===== config.mk =====
export PLATFORM = sky130hd
export DESIGN_NAME = dyser_in_port
export DESIGN_NICKNAME = d
export VERILOG_FILES = /design/src/rtl/dyser_in_port.sv
export SDC_FILE = /design/constraint.sdc
export NUM_CORES = 1
export LEC_CHECK = 0
export CAP_MARGIN = 25
export CELL_PAD_IN_SITES_DETAIL_PLACEMENT = 1
export CELL_PAD_IN_SITES_GLOBAL_PLACEMENT = 1
export CORE_MARGIN = 2
export CORE_UTILIZATION = 30
export CTS_CLUSTER_DIAMETER = 100
export DETAILED_ROUTE_END_ITERATION = 16
export PLACE_DENSITY_LB_ADDON = 0.1
export SKIP_LAST_GASP = 1
export SYNTH_ARGS = -nofsm -noshare
export SYNTH_HDL_FRONTEND = slang
export SYNTH_SLANG_ARGS = --single-unit

===== constraint.sdc =====
create_clock -name clk -period 2.75 [get_ports clk]
set_input_delay 0.55 -clock clk [delete_from_list [all_inputs] [get_ports clk]]
set_output_delay 0.55 -clock clk [all_outputs]
set_load 0.01 [all_outputs]

===== src/rtl/dyser_in_port.sv =====
// dyser_in_port: credit-based injection port feeding processor words into the DySER fabric.
// Define DYSER_IN_PORT_BYPASS_EN to let a word skip an empty FIFO straight onto d_out.
`ifndef PATH_WIDTH
`define PATH_WIDTH 8
`endif

module dyser_in_port #(
   parameter int DEPTH   = 4,
   parameter int CREDITS = 2
) (
   input  logic                    clk,
   input  logic                    rst,
   input  logic [`PATH_WIDTH-1:0]  in_data,
   input  logic                    in_valid,
   output logic                    in_ready,
   output logic [`PATH_WIDTH:0]    d_out,
   input  logic                    c_in,
   output logic [$clog2(DEPTH):0]  fifo_count,
   output logic [3:0]              credit_cnt,
   output logic                    credit_err
);
   localparam int PW = $clog2(DEPTH);
   localparam logic [PW:0]   DEPTH_C   = (PW+1)'(DEPTH);
   localparam logic [PW:0]   CNT_ZERO  = (PW+1)'(0);
   localparam logic [PW:0]   CNT_ONE   = (PW+1)'(1);
   localparam logic [PW-1:0] PTR_ZERO  = PW'(0);
   localparam logic [PW-1:0] PTR_ONE   = PW'(1);
   localparam logic [3:0]    CREDITS_C = 4'(CREDITS);

   logic [`PATH_WIDTH-1:0] mem_r [DEPTH];
   logic [PW-1:0]          wr_ptr_r;
   logic [PW-1:0]          rd_ptr_r;
   logic [PW:0]            count_r;
   logic [3:0]             credit_r;
   logic                   err_r;
   logic [`PATH_WIDTH:0]   d_out_r;

   logic                   in_ready_s;
   logic                   push_s;
   logic                   send_s;
   logic                   bypass_s;
   logic                   fifo_wr_s;
   logic [PW:0]            count_nxt_s;
   logic [3:0]             credit_nxt_s;
   logic                   err_nxt_s;

   // Transfer decisions for this edge, derived from registered state and rst only
   always_comb begin
      in_ready_s = (count_r < DEPTH_C) && !rst;
      push_s     = in_valid && in_ready_s;
      send_s     = (count_r != CNT_ZERO) && (credit_r != 4'd0);
`ifdef DYSER_IN_PORT_BYPASS_EN
      bypass_s   = push_s && (count_r == CNT_ZERO) && (credit_r != 4'd0);
`else
      bypass_s   = 1'b0;
`endif
      fifo_wr_s  = push_s && !bypass_s;
   end

   // Next occupancy and credit state; a return with a full credit pool is an overflow
   always_comb begin
      count_nxt_s  = count_r;
      credit_nxt_s = credit_r;
      err_nxt_s    = err_r;
      case ({fifo_wr_s, send_s})
         2'b10:   count_nxt_s = count_r + CNT_ONE;
         2'b01:   count_nxt_s = count_r - CNT_ONE;
         default: count_nxt_s = count_r;
      endcase
      case ({c_in, (send_s || bypass_s)})
         2'b10: begin
            if (credit_r == CREDITS_C) begin
               err_nxt_s = 1'b1;
            end else begin
               credit_nxt_s = credit_r + 4'd1;
            end
         end
         2'b01:   credit_nxt_s = credit_r - 4'd1;
         default: credit_nxt_s = credit_r;
      endcase
   end

   // Payload storage; contents are don't-care until written, so no reset
   always_ff @(posedge clk) begin
      if (!rst && fifo_wr_s) begin
         mem_r[wr_ptr_r] <= in_data;
      end
   end

   // Pointers, counters, credit pool and the registered fabric beat
   always_ff @(posedge clk) begin
      if (rst) begin
         wr_ptr_r <= PTR_ZERO;
         rd_ptr_r <= PTR_ZERO;
         count_r  <= CNT_ZERO;
         credit_r <= CREDITS_C;
         err_r    <= 1'b0;
         d_out_r  <= {(`PATH_WIDTH+1){1'b0}};
      end else begin
         if (fifo_wr_s) begin
            wr_ptr_r <= wr_ptr_r + PTR_ONE;
         end
         if (send_s) begin
            rd_ptr_r <= rd_ptr_r + PTR_ONE;
            d_out_r  <= {mem_r[rd_ptr_r], 1'b1};
         end else if (bypass_s) begin
            d_out_r  <= {in_data, 1'b1};
         end else begin
            d_out_r  <= {(`PATH_WIDTH+1){1'b0}};
         end
         count_r  <= count_nxt_s;
         credit_r <= credit_nxt_s;
         err_r    <= err_nxt_s;
      end
   end

   assign in_ready   = in_ready_s;
   assign d_out      = d_out_r;
   assign fifo_count = count_r;
   assign credit_cnt = credit_r;
   assign credit_err = err_r;

endmodule


# Yosys cells after proc, flatten, opt, wreduce, memory -nomap -nowiden
# Memories as Yosys holds them, arrays and structs flattened. A register that Yosys moved wholly into a read port is not among the register bits.
# Index checks and enable logic that the tools add are counted.
# W data, S select, Z words.
[word_totals]
out_inout_bits = 18
wordCells = 39
memories = 1
ramBits = 32
regBits = 13
[classes]
order_cmp = 1
n_bitwise = 1
addsub = 6
eq_ne = 6
n_reduce_logical = 12
n_mux = 6
[memory_table]
columns = ["name", "depth", "word_bits", "rd", "rd_clocked_by_memory_dff", "wr", "line", "text"]
rows = [
  ["mem_r", 4, 8, 1, 1, 1, "30", "logic [`PATH_WIDTH-1:0] mem_r [DEPTH];"],
]
[ops]
columns = ["op", "count"]
rows = [
  ["$pmux W4 S2", 1],
  ["$pmux W3 S2", 1],
  ["$add A2 B1 Y2 const B", 2],
  ["$add A4 B1 Y4 const B", 1],
  ["$eq A2 B1 Y1 const B", 2],
  ["$eq A2 B2 Y1 const B", 2],
  ["$eq A4 B2 Y1 const B", 1],
  ["$logic_and A1 B1 Y1", 4],
  ["$mux W4", 1],
  ["$reduce_and A2 Y1", 2],
  ["$reduce_bool A2 Y1", 2],
  ["$reduce_bool A4 Y1", 1],
  ["$sub A4 B1 Y4 const B", 1],
  ["$add A3 B1 Y3 const B", 1],
  ["$lt A3 B3 Y1 const B", 1],
  ["$mux W1", 3],
  ["$reduce_bool A3 Y1", 1],
  ["$sub A3 B1 Y3 const B", 1],
  ["$ne A2 B2 Y1 const B", 1],
  ["$reduce_or A2 Y1", 1],
  ["$logic_not A1 Y1", 1],
  ["$not A1 Y1", 1],
]

# Longest topological paths before layout
[depth]
depth_word = 6
ltp_mapped = 9
ltp_nobuf = 9

# Least setup slack after synthesis
# No wires, ideal clock.
[synth_timing]
kind = "input port to flip-flop"
startpoint = "input port rst"
endpoint = "register count_r[2], in the netlist fifo_count[2]"
path_stages = 9
arrival_ps = 2054
setup_slack_ps = 625
path_cell_list = "nor2_1 and2_1 inv_1 ha_1 inv_1 fa_1 xor2_1 or3_1 a21oi_1"
[synth_between]
elab_chain_cells = 5
word_cells_on_any_way = 7
classes_between = "2 x eq/ne; 1 x mux; 4 x reduce/logical"
[synth_lines]
columns = ["element", "line", "text"]
rows = [
  ["start, declared", "12", "input logic rst,"],
  ["$logic_not A1 Y1", "49", "in_ready_s = (count_r < DEPTH_C) && !rst;"],
  ["$logic_and A1 B1 Y1", "49", ""],
  ["$logic_and A1 B1 Y1", "50", "push_s = in_valid && in_ready_s;"],
  ["$eq A2 B1 Y1 / $eq A2 B2 Y1 (equally long branches)", "65", "case ({fifo_wr_s, send_s})"],
  ["$pmux W3 S2 / $reduce_bool A2 Y1 (equally long branches)", "n/a", ""],
  ["end signal, assigned", "111", "count_r <= count_nxt_s;"],
  ["end, declared", "33", "logic [PW:0] count_r;"],
]
# Parallel ways exist; a longest one is shown, timed or not.
# A chain may end at the register's enable or synchronous reset.

# Final worst setup path
# Same ends and word-level chain as after synthesis.

==> results.py <==
metrics = {
    "route": {
        "drc": 0,
        "dr_wl_met2_um": 2270,
        "dr.pass1.iters": 4,
        "highest_layer": "met4",
        "met1_length_um": 1990,
        "vias": 1331,
        "avgRoutedWirePerCell_um": 15.7,
        "totalWireLength_um": 4420,
        "viasPerCell": 4.72,
        "antenna_left": 0,
        "drt_iter0_drc": 80,
        "met3_length_um": 127,
    },
    "power_and_ir_drop": {
        "p_comb_share_pct": 31.8,
        "p_sw_share_pct": 30.5,
        "clock_power_share_pct": 22.5,
        "p_leak_uw": 0.000925,
        "internal_power_uw": 1640,
        "power.density_mw_per_mm2": 880,
        "switching_power_uw": 719,
        "vdd_drop_max_uv": 234,
        "power_frac_seq_pct": 45.7,
    },
    "worst_hold_path": {
        "hold_class": "register to register",
    },
    "placement": {
        "place_inst": 274,
        "gp_congestion": 0.735,
        "hpwl_um": 3060,
        "portBuffers": 29,
    },
    "setup_path": {
        "cp.required_ns": 2.98,
        "start_kind": "input port",
        "r2r_end": "fifo_count[2]$_SDFFE_PP0P_",
        "r2r_cells": 8,
        "path_cells": "clkdlybuf4s50_1, nor2_1, and2_1, inv_1, ha_1, inv_1, fa_1, xor2_1, or3_1, a21oi_1",
        "critical_path.reg2reg.startpoint": "credit_cnt[1]$_SDFFE_PP1P_",
        "cp_num_buf_inv": 3,
        "crit_family": "buffers and inverters",
        "cp.arrival_ns": 2.64,
        "endpoint_kind": "register",
        "cp_common_cell": "inv_1",
        "path_depth": 10,
        "cpPeakStageDelay_ns": 0.53,
        "crit_slowest_cell": "clkdlybuf4s50_1",
        "critPathMaxFanout": 2,
        "critPathKind": "input port to register",
        "r2r_setup_slack_ns": 0.44,
        "crit_path_end": "fifo_count[2]$_SDFFE_PP0P_",
        "startpoint": "rst",
    },
    "synthesis": {
        "syn_inst": 152,
        "syn-cell-area_mm2": 0.00216,
        "postSynthAreaPerCell_um2": 14.2,
        "ys_ff_latch": 53,
        "syn-num-nets": 171,
        "ys_top_cells_by_area": "edfxtp_1 (44%), dfxtp_1 (19%), mux4_2 (8.3%)",
        "ys_warn_count": 0,
        "yosysTopAreaCell": "edfxtp_1",
        "seq_area_frac_synth_pct": 63.8,
        "synth_top_cell_area_share_pct": 44.4,
        "synthDistinctLibCells": 37,
    },
    "cts": {
        "postCtsSetupRepairBufs": 0,
        "cts_root_buffer": "clkbuf_8",
        "cts_tree": "built",
        "cts-htree-levels": 2,
        "clockBufferDepth": 2,
        "cts_resized": 0,
        "cts-hold-fix-buffers": 0,
        "clock_latency_ns": 0.30,
        "cts.sinks": 53,
        "clk_pin_slew_ns": 0.09,
        "cts_made_buffers": 5,
    },
    "final_layout": {
        "syn_to_final_growth_pct": 23.8,
        "diodes": 0,
        "final_cell_mix": "edfxtp_1 (32), clkdlybuf4s50_1 (29), dfxtp_1 (21)",
        "fin_cells": 282,
        "layout_commonest_cell": "edfxtp_1",
        "layout-drive-gt1-share_pct": 14.5,
        "nets": 204,
    },
    "sta": {
        "tightestPinTransition_ns": 0.711,
        "relSlewSlack_pct": 52.5,
        "tns_ns": 0,
        "final_max_slew_viol_count": 0,
        "period_needed_ns": 2.42,
        "rsz0062_at_grt": "false",
        "whs_ns": 0.483,
        "hold_viol": 0,
        "skew_ns": 0.0114,
        "setup_viol": 0,
        "min_period_over_period_pct": 87.8,
        "max_freq_mhz": 414,
    },
    "global_routing": {
        "grt_usage_pct": 12.2,
        "antenna_found_initial": 0,
        "grt_remaining_overflow": 0,
        "grt_pass1_vias": 1408,
        "grt_max_degree": 18,
        "grt_pass1_wl_um": 7040,
    },
    "floorplanning": {
        "rows": 30,
        "die_x_um": 88.9,
        "die_h_um": 88.9,
        "core_mm2": 0.00691,
        "dieArea_mm2": 0.00791,
        "start_util_pct": 31.3,
        "ios": 30,
    },
    "run": {
        "cap_violations": 0,
    },
    "outcome": {
        "status": "completed",
    },
}
==> synth_stat cells <==
cell type / instances
and2_1: 1
nor2_1: 12
o21ai_0: 3
nor4_1: 3
nor2b_1: 9
nand3_1: 1
nor3_1: 4
a21oi_1: 5
xor2_1: 4
clkbuf_1: 1
or3_1: 4
dfxtp_1: 21
a32oi_1: 1
or4_4: 1
and4_2: 1
edfxtp_1: 32
nand2_1: 2
and3_1: 5
nor4b_1: 1
buf_2: 2
o31a_1: 1
clkbuf_2: 1
xnor2_1: 2
mux2_4: 1
fa_1: 1
o31ai_1: 1
nor3_2: 2
a21o_1: 1
o21ai_2: 1
buf_6: 1
mux2i_1: 1
ha_1: 6
buf_1: 2
mux4_2: 8
a21oi_2: 1
inv_1: 8
or4_1: 1
==> worst min-delay path by stage <==
stage	startpoint	endpoint	slack, ns	cells past startpoint
finish	credit_err$_SDFFE_PP0P_	credit_err$_SDFFE_PP0P_	0.48	2
global route	credit_err$_SDFFE_PP0P_	credit_err$_SDFFE_PP0P_	0.52	2
CTS	credit_err$_SDFFE_PP0P_	credit_err$_SDFFE_PP0P_	0.49	2
detailed placement	credit_err$_SDFFE_PP0P_	credit_err$_SDFFE_PP0P_	0.47	2
global placement	credit_err$_SDFFE_PP0P_	credit_err$_SDFFE_PP0P_	0.46	2
floorplan	credit_err$_SDFFE_PP0P_	credit_err$_SDFFE_PP0P_	0.50	2
==> per-layer routing <==
layer / vias up / global-route usage [%]
met5: - / 0
met4: 0 / 4.21
met3: 4 / 2.86
met2: 25 / 20.6
met1: 680 / 15.4
li1: 622 / -
==> per-stage QoR <==
step	cell area [um^2]	power [uW]	util, %	setup slack (ns)
3_5_place_dp	2570	1870	37.2	0.0213
2_1_floorplan	2160	1570	-	0.625
4_1_cts	2680	2410	38.8	0.322
6_report	2680	2360	38.8	0.335
5_1_grt	2680	2520	38.8	0.0372
3_3_place_gp	2570	1830	37.2	0.121
==> power by group through the flow <==
| stage | combinational [uW] | sequential (uW) | clock (uW) |
|---|---|---|---|
| floorplan | 502 | 1060 | 0 |
| global placement | 732 | 1100 | 0 |
| detailed placement | 763 | 1110 | 0 |
| CTS | 764 | 1090 | 554 |
| global route | 831 | 1110 | 578 |
| finish | 749 | 1080 | 531 |
==> registers in the layout (all words and copies together), names as in the netlist <==
name / cells
credit_cnt: 4
rd_ptr_r: 2
credit_err: 1
mem_r: 32
wr_ptr_r: 2
d_out: 9
fifo_count: 3
==> cell families (layout without fill, tap and decap cells) <==
logic type               count (synthesis)  after routing  share of synthesized area (%)
flip-flops                              53             53                           63.8
AND/OR/NAND/NOR                         47             47                           12.6
buffers and inverters                   15             49                           3.12
AO/OA/AOI/OAI                           14             14                           4.16
multiplexers                            10             10                           9.48
adder cells (fa/ha/maj)                  7              7                           4.39
XOR/XNOR                                 6              6                           2.43
==> final cells by class <==
| type | instances | area, um^2 |
|---|---|---|
| inverters | 8 | 30.0 |
| clock inverters | 3 | 43.8 |
| fillers | 762 | 4230 |
| flip-flops and latches | 53 | 1380 |
| repair buffers | 33 | 320 |
| clock buffers | 5 | 68.8 |
| well taps | 96 | 120 |
| multi-input cells | 84 | 716 |
==> worst reg2reg max path, delay by kind of cell, from the launching register on <==
kind,cells,cell delay (ns)
compound gates,1,0.15
xor+xnor,1,0.18
fa+ha+maj,2,0.60
buf+inv,1,0.06
flops,1,0.55
simple gates,3,0.69
No activity file was read; power rests on OpenSTA's default activity.
==> edit 1, RTL diff (same settings) <==
Change the parameter `DEPTH` from 4 to 8.
--- a/src/rtl/dyser_in_port.sv
+++ b/src/rtl/dyser_in_port.sv
@@ -7,3 +7,3 @@
 module dyser_in_port #(
-   parameter int DEPTH   = 4,
+   parameter int DEPTH   = 8,
    parameter int CREDITS = 2
Ports: changed (resized fifo_count); port bits go from 30 to 31. The function was not compared with the original's and may differ.
==> edit 1 against the original RTL <==
  * Non-clock buffer count up 23
  * Clock power grew 110%
  * Largest cell class unchanged
  * Worst setup slack lost 41 ps
  * Sequential cell count grew 35
  * Synthesized area increased by 67%
  * Worst hold slack improved by 1.6 ps
  * Total power up 85%
  * Critical path type is now input port to output port
  * Largest power group unchanged
  * Routed wire length is 78% higher
  * First-iteration DRC count fell by 1.3%
  * Global-route usage rose by 1.1 points
  * Count of clock-buffer cells in the layout grew 4
  * Cell area grew 68%
==> edit 1: results (changes against the original RTL) <==
.. list-table::
   :header-rows: 1

   * - Metric
     - Value
   * - Status
     - complete, no violations (unchanged)
   * - Worst EP arrival
     - 1910 ps (was 2640 ps)
   * - Tightest slew margin relative to the limit
     - 0.5527 (was 0.5252)
   * - # H-tree levels
     - 3 (was 2)
   * - Initial DRC count
     - 79 (was 80)
   * - Met2 track demand over resource in global routing
     - 0.2020 (was 0.2062)
   * - HPWL after DPL
     - 5.196 mm (was 3.059 mm)
   * - Met1 routing resource usage after global routing
     - 0.1852 (was 0.1538)
   * - Fraction of the yosys area taken by sequential cells
     - 0.6662 (was 0.6382)
   * - Peak supply drop
     - 0.0003806 V (was 0.0002340 V)
   * - Synthesized instance count
     - 234 (was 152)
   * - Clk_skew
     - 5.693 ps (was 11.43 ps)
   * - Gpl congestion
     - 0.6888 (was 0.7345)
   * - Wire length of the first global-routing pass
     - 12.52 mm (was 7.038 mm)
   * - Number of flip-flops in the largest register
     - 64 (was 32)
   * - Biggest area contributors in the synthesized netlist
     - sky130_fd_sc_hd__edfxtp_1 (53%), sky130_fd_sc_hd__dfxtp_1 (13%), sky130_fd_sc_hd__mux4_2 (10%) (was sky130_fd_sc_hd__edfxtp_1 (44%), sky130_fd_sc_hd__dfxtp_1 (19%), sky130_fd_sc_hd__mux4_2 (8.3%))
   * - Top post-synthesis cells by count
     - sky130_fd_sc_hd__edfxtp_1 (64), sky130_fd_sc_hd__dfxtp_1 (24), sky130_fd_sc_hd__nor2_1 (23), sky130_fd_sc_hd__mux4_2 (16), sky130_fd_sc_hd__mux2i_1 (11) (was sky130_fd_sc_hd__edfxtp_1 (32), sky130_fd_sc_hd__dfxtp_1 (21), sky130_fd_sc_hd__nor2_1 (12), sky130_fd_sc_hd__nor2b_1 (9))
   * - Routed length on met1
     - 3.802 mm (was 1.988 mm)
   * - Grt met3 use
     - 0.02550 (was 0.02862)
   * - Critical path's largest stage delay
     - 560 ps (was 530 ps)
   * - Routed via count divided by cell count
     - 4.816 (was 4.720)
   * - Number of I/O port buffers
     - 30 (was 29)
   * - Launch point of the worst reg-to-reg path
     - credit_cnt[3] (was credit_cnt[1])
   * - Final net count
     - 306 (was 204)
   * - Fin worst setup slack
     - 293.3 ps (was 334.8 ps)
   * - Number of flops mapped to enable cells by yosys
     - 64 (was 32)
   * - Worst slack after detailed placement
     - 71.08 ps (was 21.30 ps)
   * - Overall global routing resource usage
     - 0.1325 (was 0.1218)
   * - Post-synthesis cell type count
     - 43 (was 37)
-- edit 1: changes by cell type after synthesis, moves of 4 or more --
cell	change
sky130_fd_sc_hd__edfxtp_1	+32
sky130_fd_sc_hd__nor2_1	+11
sky130_fd_sc_hd__mux2i_1	+10
sky130_fd_sc_hd__mux4_2	+8
sky130_fd_sc_hd__nand2_1	+8
sky130_fd_sc_hd__nor3_1	+6
sky130_fd_sc_hd__inv_1	-5
sky130_fd_sc_hd__nor2b_1	-5
sky130_fd_sc_hd__or3_1	-4
-- edit 1: worst min path at each step --
stage	end	slack, ps	cells past startpoint
floorplan	wr_ptr_r[1]	500	2
global placement	credit_err	460	2
detailed placement	rd_ptr_r[1]	480	2
CTS	rd_ptr_r[1]	490	2
global route	credit_err	510	2
finish	rd_ptr_r[1]	480	2
-- edit 1: power breakdown --
group,leakage (nW),internal [W],switching [W]
Clock,0.137,0.000612,0.000518
Combinational,0.634,0.000794,0.000760
Sequential,0.775,0.00157,0.000100
-- edit 1: cell families (layout without fill, tap and decap cells) --
logic type	count (synthesis)	after routing	synth area share
fa+ha+maj	5	5	0.01735
simple gates	67	67	0.09889
xor+xnor	6	6	0.01458
buf+inv	16	76	0.02220
compound gates	24	24	0.04719
mux	28	28	0.1336
flops	88	88	0.6662
-- edit 1: cell type report --
cell class | count | area (µm²)
timing repair buffer | 56 | 508.0
clock inverter | 7 | 45.04
clock buffer | 9 | 225.2
multi-input combinational | 130 | 1130
sequential | 88 | 2402
inverter | 4 | 15.01
tap | 147 | 183.9
fill | 1234 | 7352
==> edit 2, RTL diff (config.mk and constraints unchanged) <==
Made on the original files. Register the output `credit_cnt` once more, without a reset; this adds one clock of latency there. The other outputs are not delayed to match.
--- a/src/rtl/dyser_in_port.sv
+++ b/src/rtl/dyser_in_port.sv
@@ -119,3 +119,5 @@
    assign fifo_count = count_r;
-   assign credit_cnt = credit_r;
+   always_ff @(posedge clk) begin
+      credit_cnt <= credit_r;
+   end
    assign credit_err = err_r;
Function: changed (a bounded check fails within 4 cycles, from zero or initial values and one cycle with rst high).
==> edit 2 against the original RTL <==
  * Cell area increased by 4.5%
  * Final cell count increased by 5.0%
  * Worst setup slack improved by 76 ps
  * First-iteration DRC count decreased by 23%
  * Routed wire length increased by 2.9%
  * Total power increased by 6.8%
  * Sequential cell count increased by 4
  * Register-to-register slack improved by 80 ps
  * Combinational power decreased by 2%
  * Synthesized area increased by 3.7%
  * Clock skew decreased by 3.6 ps
==> edit 2: results (changes against the original RTL) <==
.. list-table::
   :header-rows: 1

   * - Metric
     - Value
   * - Status
     - complete, no violations (unchanged)
   * - Total power of the final layout
     - 0.002521 W (was 0.002360 W)
   * - Worst EP arrival
     - 2600 ps (was 2640 ps)
   * - Fraction of the yosys area taken by sequential cells
     - 0.6511 (was 0.6382)
   * - Part of the total power dissipated in the clock network
     - 0.247 (was 0.225)
   * - Share of the synthesized netlist area taken by xor and xnor gates
     - 0.02341 (was 0.02428)
   * - Met2 track demand over resource in global routing
     - 0.1965 (was 0.2062)
   * - Met3 wirelength from detailed routing
     - 179 µm (was 127 µm)
   * - Largest net degree at the start of global routing
     - 15 (was 18)
   * - Grt met3 use
     - 0.05008 (was 0.02862)
   * - Net switching power of the design
     - 0.0007600 W (was 0.0007190 W)
   * - Launch point of the worst reg-to-reg path
     - fifo_count[2] (was credit_cnt[1])
   * - HPWL after DPL
     - 3.140 mm (was 3.059 mm)
   * - Mux share of post-synthesis cell area
     - 0.09142 (was 0.09480)
   * - Clock slew seen by the registers of the worst setup and hold paths
     - 60 ps (was 90 ps)
   * - Met2 WL post-DR
     - 2.268 mm (was 2.269 mm)
   * - Via count of the first global-routing pass
     - 1473 (was 1408)
   * - Wire length of the first global-routing pass
     - 7.362 mm (was 7.038 mm)
   * - Routed WL per cell
     - 15.35 µm (was 15.66 µm)
   * - Fraction of the mapped netlist area in adder cells
     - 0.04236 (was 0.04393)
   * - Routed length on met1
     - 2.024 mm (was 1.988 mm)
   * - Routed via count divided by cell count
     - 4.510 (was 4.720)
   * - Clk_skew
     - 7.818 ps (was 11.43 ps)
   * - Post-synth net total
     - 175 (was 171)
   * - Setup slack of the worst register-to-register path
     - 520 ps (was 440 ps)
   * - Endpoint of the worst register-to-register path
     - credit_r[2] (was fifo_count[2])
   * - Reported combinational group power
     - 0.000735 W (was 0.000749 W)
   * - Worst-path maximum fanout
     - 4 (was 2)
   * - Worst-Skew Late Latency
     - 330 ps (was 300 ps)
   * - Met1 routing resource usage after global routing
     - 0.1432 (was 0.1538)
   * - # H-tree levels
     - 3 (was 2)
   * - Final net count
     - 211 (was 204)
   * - Clock tree sinks
     - 57 (was 53)
==> edit 2: cell types whose count changed in the layout (fill, tap and decap cells not counted), sizes merged <==
cell	before	now
clkbuf	5	12
inv	9	8
clkinvlp	0	1
dfxtp	21	25
clkinv	1	3
bufinv	1	0
buf	4	3
==> edit 2: cell families (layout without fill, tap and decap cells) <==
logic type	Yosys count	in the layout
compound gates	14	14
xor+xnor	6	6
fa+ha+maj	7	7
buf+inv	15	56
flops	57	57
mux	10	10
simple gates	47	47
==> edit 2: worst reg2reg max path, delay by kind of cell (launching register included) <==
kind,cells,cell delay [ps]
xor gates and xnor gates,1,180
DFF,1,380
and+or+nand+nor,6,1390
adders and majority gates,1,210
==> edit 2: worst max-delay path by stage <==
stage / end / startpoint / cells past startpoint / slack [ps]
floorplan: fifo_count[2] / rst / 9 / 630
global placement: fifo_count[2] / rst / 10 / 150
finish: fifo_count[2] / rst / 10 / 410
global route: credit_r[2] / fifo_count[2] / 8 / 260
detailed placement: fifo_count[2] / rst / 10 / 60
CTS: fifo_count[2] / rst / 10 / 410
==> edit 2: cell type report <==
cell class | count | share of cell area
sequential | 57 | 0.5219
multi-input combinational | 84 | 0.2556
timing repair buffer | 32 | 0.1117
clock buffer | 12 | 0.04826
tap | 99 | 0.04424
inverter | 8 | 0.01072
clock inverter | 4 | 0.007596
==> edit 2: through the flow <==
stage,cells,worst slack [ps],hold slack [ps],util
after floorplan,156,625.3,330.0,-
after global placement,280,145.7,464.6,0.3645
after detailed placement,280,62.65,466.1,0.3645
after CTS,296,409.9,479.2,0.3861
after global routing,296,258.9,498.9,0.3861
final,296,410.8,476.8,0.3861
